$ cat src/rtl/arith_pkg.sv
// Shared encodings for the sequential arithmetic unit: opcodes, FSM states,
// flag bit positions and a flag-packing helper.
package arith_pkg;

  localparam logic [1:0] OP_ADD = 2'b00;
  localparam logic [1:0] OP_SUB = 2'b01;
  localparam logic [1:0] OP_MUL = 2'b10;
  localparam logic [1:0] OP_CMP = 2'b11;

  localparam logic [1:0] ST_IDLE = 2'b00;
  localparam logic [1:0] ST_EXEC = 2'b01;
  localparam logic [1:0] ST_DONE = 2'b10;

  localparam int FLAG_CARRY = 0;
  localparam int FLAG_ZERO  = 1;
  localparam int FLAG_NEG   = 2;
  localparam int FLAG_OVF   = 3;
  localparam int NUM_FLAGS  = 4;

  function automatic logic [NUM_FLAGS-1:0] pack_flags(
    input logic carry,
    input logic zero,
    input logic neg,
    input logic ovf
  );
    logic [NUM_FLAGS-1:0] f;
    f             = '0;
    f[FLAG_CARRY] = carry;
    f[FLAG_ZERO]  = zero;
    f[FLAG_NEG]   = neg;
    f[FLAG_OVF]   = ovf;
    return f;
  endfunction

endpackage

$ cat src/rtl/arith_addsub.sv
// Purpose: WIDTH-bit b + a (sub=0) or b + ~a + 1 (sub=1), with carry-out and signed overflow.
// Latency: combinational.
// Backpressure: none; pure function of its inputs.
module arith_addsub #(
  parameter int WIDTH = 4
) (
  input  logic [WIDTH-1:0] a,
  input  logic [WIDTH-1:0] b,
  input  logic             sub,
  output logic [WIDTH-1:0] sum,
  output logic             cout,
  output logic             ovf
);

  logic [WIDTH-1:0] a_eff;
  logic [WIDTH:0]   full;

  assign a_eff = sub ? ~a : a;
  assign full  = {1'b0, b} + {1'b0, a_eff} + {{WIDTH{1'b0}}, sub};
  assign sum   = full[WIDTH-1:0];
  assign cout  = full[WIDTH];

  // Overflow on the effective addition: like-signed addends, result sign flipped.
  assign ovf = (b[WIDTH-1] == a_eff[WIDTH-1]) && (sum[WIDTH-1] != b[WIDTH-1]);

endmodule

$ cat src/rtl/sequential_arith_unit.sv
// Purpose: registered ADD/SUB/CMP and shift-add unsigned MUL with a Start/Busy/Done handshake.
// Latency: Done in the cycle after EXEC; EXEC is 1 cycle (ADD/SUB/CMP, MUL when MUL_EN=0) or WIDTH cycles (MUL).
// Backpressure: Start is accepted only in IDLE; requests while Busy are dropped, not queued.
module sequential_arith_unit
  import arith_pkg::*;
#(
  parameter int WIDTH  = 4,
  parameter bit MUL_EN = 1'b1
) (
  input  logic             Clk,
  input  logic             Reset,
  input  logic             Start,
  input  logic [1:0]       Op,
  input  logic [WIDTH-1:0] A,
  input  logic [WIDTH-1:0] B,
  input  logic             EnableAlu,
  output logic             Busy,
  output logic             Done,
  output logic [WIDTH-1:0] IB_Alu,
  output logic [WIDTH-1:0] ResultHi,
  output logic             Carry,
  output logic             Zero,
  output logic             Neg,
  output logic             Ovf
);

  localparam int                CNT_W    = $clog2(WIDTH + 1);
  localparam logic [CNT_W-1:0] CNT_LAST = CNT_W'(WIDTH - 1);
  localparam logic [CNT_W-1:0] CNT_ONE  = CNT_W'(1);

  logic [1:0]           state_q;
  logic [1:0]           op_q;
  logic [WIDTH-1:0]     a_q;
  logic [WIDTH-1:0]     b_q;
  logic [WIDTH-1:0]     acc_hi_q;
  logic [WIDTH-1:0]     mq_q;
  logic [CNT_W-1:0]     cnt_q;
  logic [WIDTH-1:0]     result_q;
  logic [WIDTH-1:0]     result_hi_q;
  logic [NUM_FLAGS-1:0] flags_q;

  logic             is_mul;
  logic             as_sub;
  logic [WIDTH-1:0] as_a;
  logic [WIDTH-1:0] as_b;
  logic [WIDTH-1:0] as_sum;
  logic             as_cout;
  logic             as_ovf;
  logic [WIDTH-1:0] mul_hi;
  logic [WIDTH-1:0] mul_lo;
  logic             exec_last;

  assign is_mul = (op_q == OP_MUL);
  assign as_sub = (op_q == OP_SUB) || (op_q == OP_CMP);

  // During MUL the adder accumulates the multiplicand into the high half
  // whenever the current multiplier LSB is set.
  always_comb begin
    as_b = b_q;
    as_a = a_q;
    if (is_mul) begin
      as_b = acc_hi_q;
      as_a = mq_q[0] ? a_q : '0;
    end
  end

  arith_addsub #(
    .WIDTH(WIDTH)
  ) u_addsub (
    .a   (as_a),
    .b   (as_b),
    .sub (as_sub),
    .sum (as_sum),
    .cout(as_cout),
    .ovf (as_ovf)
  );

  assign mul_hi    = {as_cout, as_sum[WIDTH-1:1]};
  assign mul_lo    = {as_sum[0], mq_q[WIDTH-1:1]};
  assign exec_last = !is_mul || !MUL_EN || (cnt_q == CNT_LAST);

  always_ff @(posedge Clk or posedge Reset) begin
    if (Reset) begin
      state_q     <= ST_IDLE;
      op_q        <= OP_ADD;
      a_q         <= '0;
      b_q         <= '0;
      acc_hi_q    <= '0;
      mq_q        <= '0;
      cnt_q       <= '0;
      result_q    <= '0;
      result_hi_q <= '0;
      flags_q     <= '0;
    end else begin
      case (state_q)
        ST_IDLE: begin
          if (Start) begin
            op_q     <= Op;
            a_q      <= A;
            b_q      <= B;
            acc_hi_q <= '0;
            mq_q     <= B;
            cnt_q    <= '0;
            state_q  <= ST_EXEC;
          end
        end

        ST_EXEC: begin
          if (is_mul && MUL_EN) begin
            acc_hi_q <= mul_hi;
            mq_q     <= mul_lo;
            cnt_q    <= cnt_q + CNT_ONE;
          end
          if (exec_last) begin
            state_q <= ST_DONE;
            case (op_q)
              OP_ADD, OP_SUB: begin
                result_q    <= as_sum;
                result_hi_q <= '0;
                flags_q     <= pack_flags(as_cout, ~|as_sum, as_sum[WIDTH-1], as_ovf);
              end
              OP_CMP: begin
                flags_q <= pack_flags(as_cout, ~|as_sum, as_sum[WIDTH-1], as_ovf);
              end
              default: begin
                // With MUL disabled the op completes without touching state.
                if (MUL_EN) begin
                  result_q    <= mul_lo;
                  result_hi_q <= mul_hi;
                  flags_q     <= pack_flags(|mul_hi, ~|{mul_hi, mul_lo}, 1'b0, 1'b0);
                end
              end
            endcase
          end
        end

        ST_DONE: state_q <= ST_IDLE;

        default: state_q <= ST_IDLE;
      endcase
    end
  end

  assign Busy     = (state_q != ST_IDLE);
  assign Done     = (state_q == ST_DONE);
  assign IB_Alu   = EnableAlu ? result_q : '0;
  assign ResultHi = result_hi_q;
  assign Carry    = flags_q[FLAG_CARRY];
  assign Zero     = flags_q[FLAG_ZERO];
  assign Neg      = flags_q[FLAG_NEG];
  assign Ovf      = flags_q[FLAG_OVF];

endmodule

$ cat config.mk
export PLATFORM = sky130hd
export DESIGN_NAME = sequential_arith_unit
export DESIGN_NICKNAME = d
export VERILOG_FILES = /design/src/rtl/arith_pkg.sv /design/src/rtl/arith_addsub.sv /design/src/rtl/sequential_arith_unit.sv
export SDC_FILE = /design/constraint.sdc
export NUM_CORES = 1
export LEC_CHECK = 0
export ABC_AREA = 1
export CORE_MARGIN = 2
export CORE_UTILIZATION = 60
export CTS_BUF_LIST = sky130_fd_sc_hd__clkbuf_4 sky130_fd_sc_hd__clkbuf_8
export CTS_CLUSTER_SIZE = 28
export DETAILED_ROUTE_END_ITERATION = 8
export GPL_TIMING_DRIVEN = 0
export PLACE_DENSITY = 0.95
export SYNTH_ARGS = -nofsm -noshare
export SYNTH_HDL_FRONTEND = slang
export SYNTH_SLANG_ARGS = --single-unit
export TNS_END_PERCENT = 30
$ cat constraint.sdc
create_clock -name Clk -period 4.37 [get_ports Clk]
set_input_delay 0.6555 -clock Clk [delete_from_list [all_inputs] [get_ports Clk]]
set_output_delay 0.6555 -clock Clk [all_outputs]
set_load 0.01 [all_outputs]
### Yosys cells after proc, flatten, opt, wreduce, memory -nomap -nowiden

Index checks and enable logic that the tools add are counted.

* bits in registers: 35
* bits of input ports: 14

* add/subtract/negate cells: 3
* equal/unequal tests: 11
* muxes and demuxes: 20
* bitwise operators: 2
* reductions and logical operators: 20

Operators by type and width (number)
* 4-bit two-way mux: 10
* 4-bit case mux with 2 select lines: 4
* 4-bit OR reduction: 2
* 8-bit OR reduction: 1
* 2-bit equality test (second input constant): 3
* 3-bit two-way mux: 2
* 2-bit != test (second input constant): 3
* 3-bit case mux with 2 select lines: 1
* 2-bit AND reduction: 3
* 3-bit AND reduction: 2
* 4-bit by 4-bit adder with 5-bit output: 1
* 5-bit by 1-bit adder with 5-bit output: 1
* 2-bit by 1-bit equality test with 1-bit output (second input constant): 2
* 2-bit zero test: 2
* 2-bit two-way mux: 2
* 4-bit inverter: 1
* 2-bit case mux with 2 select lines: 1
* 2-bit nonzero test: 2
* 3-bit by 1-bit adder with 3-bit output (second input constant): 1
* 3-bit by 2-bit equality test with 1-bit output (second input constant): 1
* 1-bit zero test: 3
* 3-bit OR reduction: 1
* 1-bit logical OR: 2
* 2-bit OR reduction: 1
* 4 further kinds: 4

### Longest topological paths before layout

* depth in word-level cells: 9
* gate-level depth with buffers: 16

### Modules after synthesis

A second synthesis with hierarchy kept.

* cells, all modules: 233
* area total of the unflattened synthesis: 1854.3 um2

By module, submodules not included
* sequential_arith_unit: times used 1, cells each 204, area each 1646.6 um2
* arith_addsub: times used 1, cells each 29, area each 207.7 um2

### Worst setup path after synthesis

No wires, ideal clock.

* path type: flip-flop to flip-flop
* start point: register op_q[0]
* end point: register flags_q[1]
* library setup time: 0.115 ns
* data arrival time: 1.990 ns
* required time: 4.255 ns
* slack: 2.265 ns
* cell stages (with the launch flop): 14
* buffers on the path: 0
* clock period less this slack: 2.105 ns
* cell sequence: dfrtp_1 > inv_4 > nand2_4 > o21ai_0 > inv_1 > fa_1 > o21ai_0 > nand2_1 > nand2_1 > nor2_1 > nor2_1 > nor2_1 > nand3_2 > nand2_2

* longest elaborated chain between the ends: 9
* elaborated cells between the ends (all ways): 20
* classes of those cells: 2 x add/sub; 3 x eq/ne; 4 x mux; 1 x bitwise; 10 x reduce/logical

RTL lines
* start, declared: line sequential_arith_unit.sv:32 `logic [1:0] op_q;`
* start signal, assigned: line sequential_arith_unit.sv:98 `op_q <= Op;`
* 2-bit equality test: line sequential_arith_unit.sv:53 `assign is_mul = (op_q == OP_MUL);`
* 4-bit two-way mux: line sequential_arith_unit.sv:61 `if (is_mul) begin`
* 4-bit inverter: line arith_addsub.sv:18 `assign a_eff = sub ? ~a : a;`
* 4-bit two-way mux: line arith_addsub.sv:18
* 4-bit by 4-bit adder with 5-bit output: line arith_addsub.sv:19 `assign full = {1'b0, b} + {1'b0, a_eff} + {{WIDTH{1'b0}}, sub};`
* 5-bit by 1-bit adder with 5-bit output: line arith_addsub.sv:19
* 8-bit OR reduction / 4-bit OR reduction (equally long branches): line sequential_arith_unit.sv:130, sequential_arith_unit.sv:120, sequential_arith_unit.sv:123
* 1-bit zero test, on equally long branches: line sequential_arith_unit.sv:130, sequential_arith_unit.sv:120, sequential_arith_unit.sv:123
* 4-bit two-way mux
* end signal, assigned: line sequential_arith_unit.sv:120 `flags_q <= pack_flags(as_cout, ~|as_sum, as_sum[WIDTH-1], as_ovf);`
* end signal, assigned: line sequential_arith_unit.sv:123 `flags_q <= pack_flags(as_cout, ~|as_sum, as_sum[WIDTH-1], as_ovf);`
* end signal, assigned: line sequential_arith_unit.sv:130 `flags_q <= pack_flags(|mul_hi, ~|{mul_hi, mul_lo}, 1'b0, 1'b0);`
* end, declared: line sequential_arith_unit.sv:40 `logic [NUM_FLAGS-1:0] flags_q;`

Several ways; a longest one is shown, not always the timed one.
A chain may end at the register's enable or synchronous reset.

### Worst setup path in the final report

* start point: input EnableAlu
* end point: output IB_Alu[1]

* longest elaborated chain between the ends: 1

RTL lines
* start, declared: line sequential_arith_unit.sv:16 `input logic EnableAlu,`
* 4-bit two-way mux: line sequential_arith_unit.sv:146 `assign IB_Alu = EnableAlu ? result_q : '0;`
* end, declared: line sequential_arith_unit.sv:19 `output logic [WIDTH-1:0] IB_Alu,`

Every way passes these cells.

==> impl_metrics.ini <==
[status]
status = complete, no violations

[clock_tree]
cts_made_buffers = 5
numClockSinks = 35
clock_latency_ps = 340
clk_pin_slew_worst_paths_ps = 100
post-cts-setup-buffer-count = 0
cts_tree = yes
clockBufferDepth = 2
post_cts_resized = 0
cts_htree_levels = 2
ctsHoldBuffers = 0
cts.root.buffer_cell = clkbuf_4

[place]
place_congestion = 0.885
hpwl_mm = 3.09
place_ws_ps = 1880
portBuffers = 27
post_dp_cell_area_sq_um = 2260

[critical_path]
crit_path_max_incr_delay_ps = 520
cp-start-kind = primary input
regToRegSetupSlack_ps = 1910
end_kind = primary output
crit_family = buffers and inverters
endpoint = IB_Alu[1]
cp_cell_sequence = clkdlybuf4s50_1, nand2_1, inv_1, clkdlybuf4s50_1
cp_max_fo = 4
r2r-start = op_q[0]
r2r-end = flags_q[1]
cp_common_cell = clkdlybuf4s50_1
cp_num_cells = 4
worstPathArrival_ps = 1820
critical_path_buf_inv_count = 3
cp-startpoint = EnableAlu
reg2regPathDepth = 13
worstSetupPathType = in2out
cpMaxStageDelayCell = clkdlybuf4s50_1
crit_required_ps = 3710

[yosys]
ys_ff_latch = 35
ys_warn_count = 0
ys_types = 34
synth_cells = 229
synth_top_area_share_pct = 45.2
synth_area_leaders = dfrtp_1 45%, nand2_1 9.9%, inv_1 7.4%
syn-cell-area_sq_um = 1940
avgSynthCellArea_sq_um = 8.46
ys_seq_area_share_pct = 45.2
syn-num-nets = 249
yosys.area.top_type = dfrtp_1

[timing]
maxSlewViolCount = 0
hold_viol = 0
fin_crit_sh_pct = 56.7
fin_crit_ps = 2480
setup_viol_count_final = 0
fin_ws_ps = 1890
fmax_mhz = 404
rsz0062_at_grt = false
fin_skew_ps = 6.13
holdWs_ps = 485
fin_setup_tns_ps = 0
worstMarginPinSlew_ps = 696
max_slew_margin_pct = 53.5

[floorplanning]
rows = 20
coreArea_sq_um = 3050
fp.dieW_microns = 60.8
pin_count = 28
die_area_sq_um = 3700
die_h_microns = 60.8
start_util_pct = 63.4

[power]
pwr-share-clk_pct = 8.9
seqPwrFrac_pct = 26.8
p_comb_share_pct = 64.4
switching_power_mw = 1.00
power.leakage_nw = 1.16
ir_drop_v = 0.000440
internal_power_mw = 1.00
p_sw_share_pct = 50.0
power_density_nw_per_um2 = 866

[routing]
dr.pass1.iters = 4
ant_nets = 0
route.detailed.wl_per_inst_microns = 13.0
viasPerCell = 5.29
drt_iter0_markers = 62
via_count = 1624
drcViolationCount = 0
wirelength_mm = 4.00

[grt]
antenna_found_initial = 0
grt_pass1_wl_mm = 6.79
grt_max_degree = 36
grt_overflow = 0
grt_usage_pct = 25.5
first_global_vias = 1601

[finish]
syn2layout_area_growth_pct = 19.7
final_common_cell = nand2_1
n_fill_cell = 220
final_area_sq_um = 2320
post-route-util_pct = 75.9
final_cell_mix = 51 x nand2_1, 37 x inv_1, 35 x dfrtp_1, 27 x clkdlybuf4s50_1, 18 x o21ai_0
antenna_cells = 0
nets = 283
drive_above_1_share_pct = 14.1

[run]
drv_cap = 0

[min_path]
hp-class = reg2reg
## flip-flops by register name, summed over array words and instances (netlist names)
register / flops
result_q: 4
mq_q: 4
op_q: 2
b_q: 4
state_q: 2
a_q: 4
flags_q: 4
cnt_q: 3
acc_hi_q: 4
ResultHi: 4
## worst register-to-register path: cells and delay by family (launching register included)
| family | cells | cell delay [ps] |
|---|---|---|
| AOI/OAI and AO/OA | 2 | 470 |
| DFF | 1 | 510 |
| and+or+nand+nor | 8 | 640 |
| buffers and inverters | 2 | 280 |
| adders and majority gates | 1 | 470 |
## power groups by stage
stage | combinational [mW] | sequential [mW] | clock [mW]
5_1_grt | 1.43 | 0.549 | 0.196
3_5_place_dp | 1.28 | 0.543 | 0
2_1_floorplan | 0.957 | 0.531 | 0
4_1_cts | 1.28 | 0.536 | 0.181
3_3_place_gp | 1.22 | 0.536 | 0
6_report | 1.29 | 0.537 | 0.178
## layout make-up
type                            instances  area, sq um  share of cell area (%)
Buffer                                  4         31.3                    1.35
Multi-Input combinational cell        149          868                    37.5
Clock buffer                            6         51.3                    2.21
Tap cell                               44         55.1                    2.37
Sequential cell                        35          876                    37.8
Timing Repair Buffer                   27          270                    11.7
Inverter                               41          161                    6.96
Clock inverter                          1         5.00                   0.216
## stage by stage
step / power [mW] / instances
after floorplan: 1.49 / 229
after global placement: 1.76 / 300
after detailed placement: 1.82 / 300
after CTS: 2.00 / 307
after global routing: 2.18 / 307
final: 2.01 / 307
## Yosys cell counts
cell type,count
o21ai_2,1
o21ai_0,18
nand3_2,1
a31oi_1,2
nand2_1,51
mux2_2,4
clkinv_4,1
a21oi_1,9
o21ai_1,1
nand2_2,4
a22o_1,1
buf_2,1
or2_2,1
o211ai_1,3
xnor2_1,1
buf_6,2
inv_2,1
nand2_4,7
dfrtp_1,35
ha_1,5
nand4_1,4
inv_1,38
inv_4,1
o21bai_1,1
nor2_1,17
a21oi_4,1
nand3_4,2
nor3_1,2
nor2_4,1
nand3_1,8
clkbuf_1,1
o22ai_1,2
fa_1,1
nor2_2,1
## cell families (layout without fill, tap and decap cells)
kind of cell / Yosys count / in the layout / synth area share, %
AOI/OAI and AO/OA: 39 / 39 / 11.8
xor gates and xnor gates: 1 / 1 / 0.452
adders and majority gates: 6 / 6 / 4.26
buffers and inverters: 45 / 79 / 9.95
DFF: 35 / 35 / 45.2
muxes: 4 / 4 / 2.33
and+or+nand+nor: 99 / 99 / 26.0
## how the worst min path moves through the flow
stage / from / end / cells past startpoint
2_1_floorplan: b_q[3] / b_q[3] / 2
3_3_place_gp: b_q[3] / b_q[3] / 2
3_5_place_dp: flags_q[2] / flags_q[2] / 2
4_1_cts: cnt_q[0] / cnt_q[0] / 1
5_1_grt: acc_hi_q[2] / acc_hi_q[2] / 2
6_report: cnt_q[0] / cnt_q[0] / 1
## routing by layer
metal / part of all wire [%] / vias up / GRT usage [%]
met2: 49 / 65 / 42.7
li1: - / 802 / -
met1: 42 / 741 / 29.4
met5: 0 / - / 0
met4: 3.0 / 0 / 13.7
met3: 6.4 / 16 / 7.46
No activity file was read; power rests on OpenSTA's default activity.
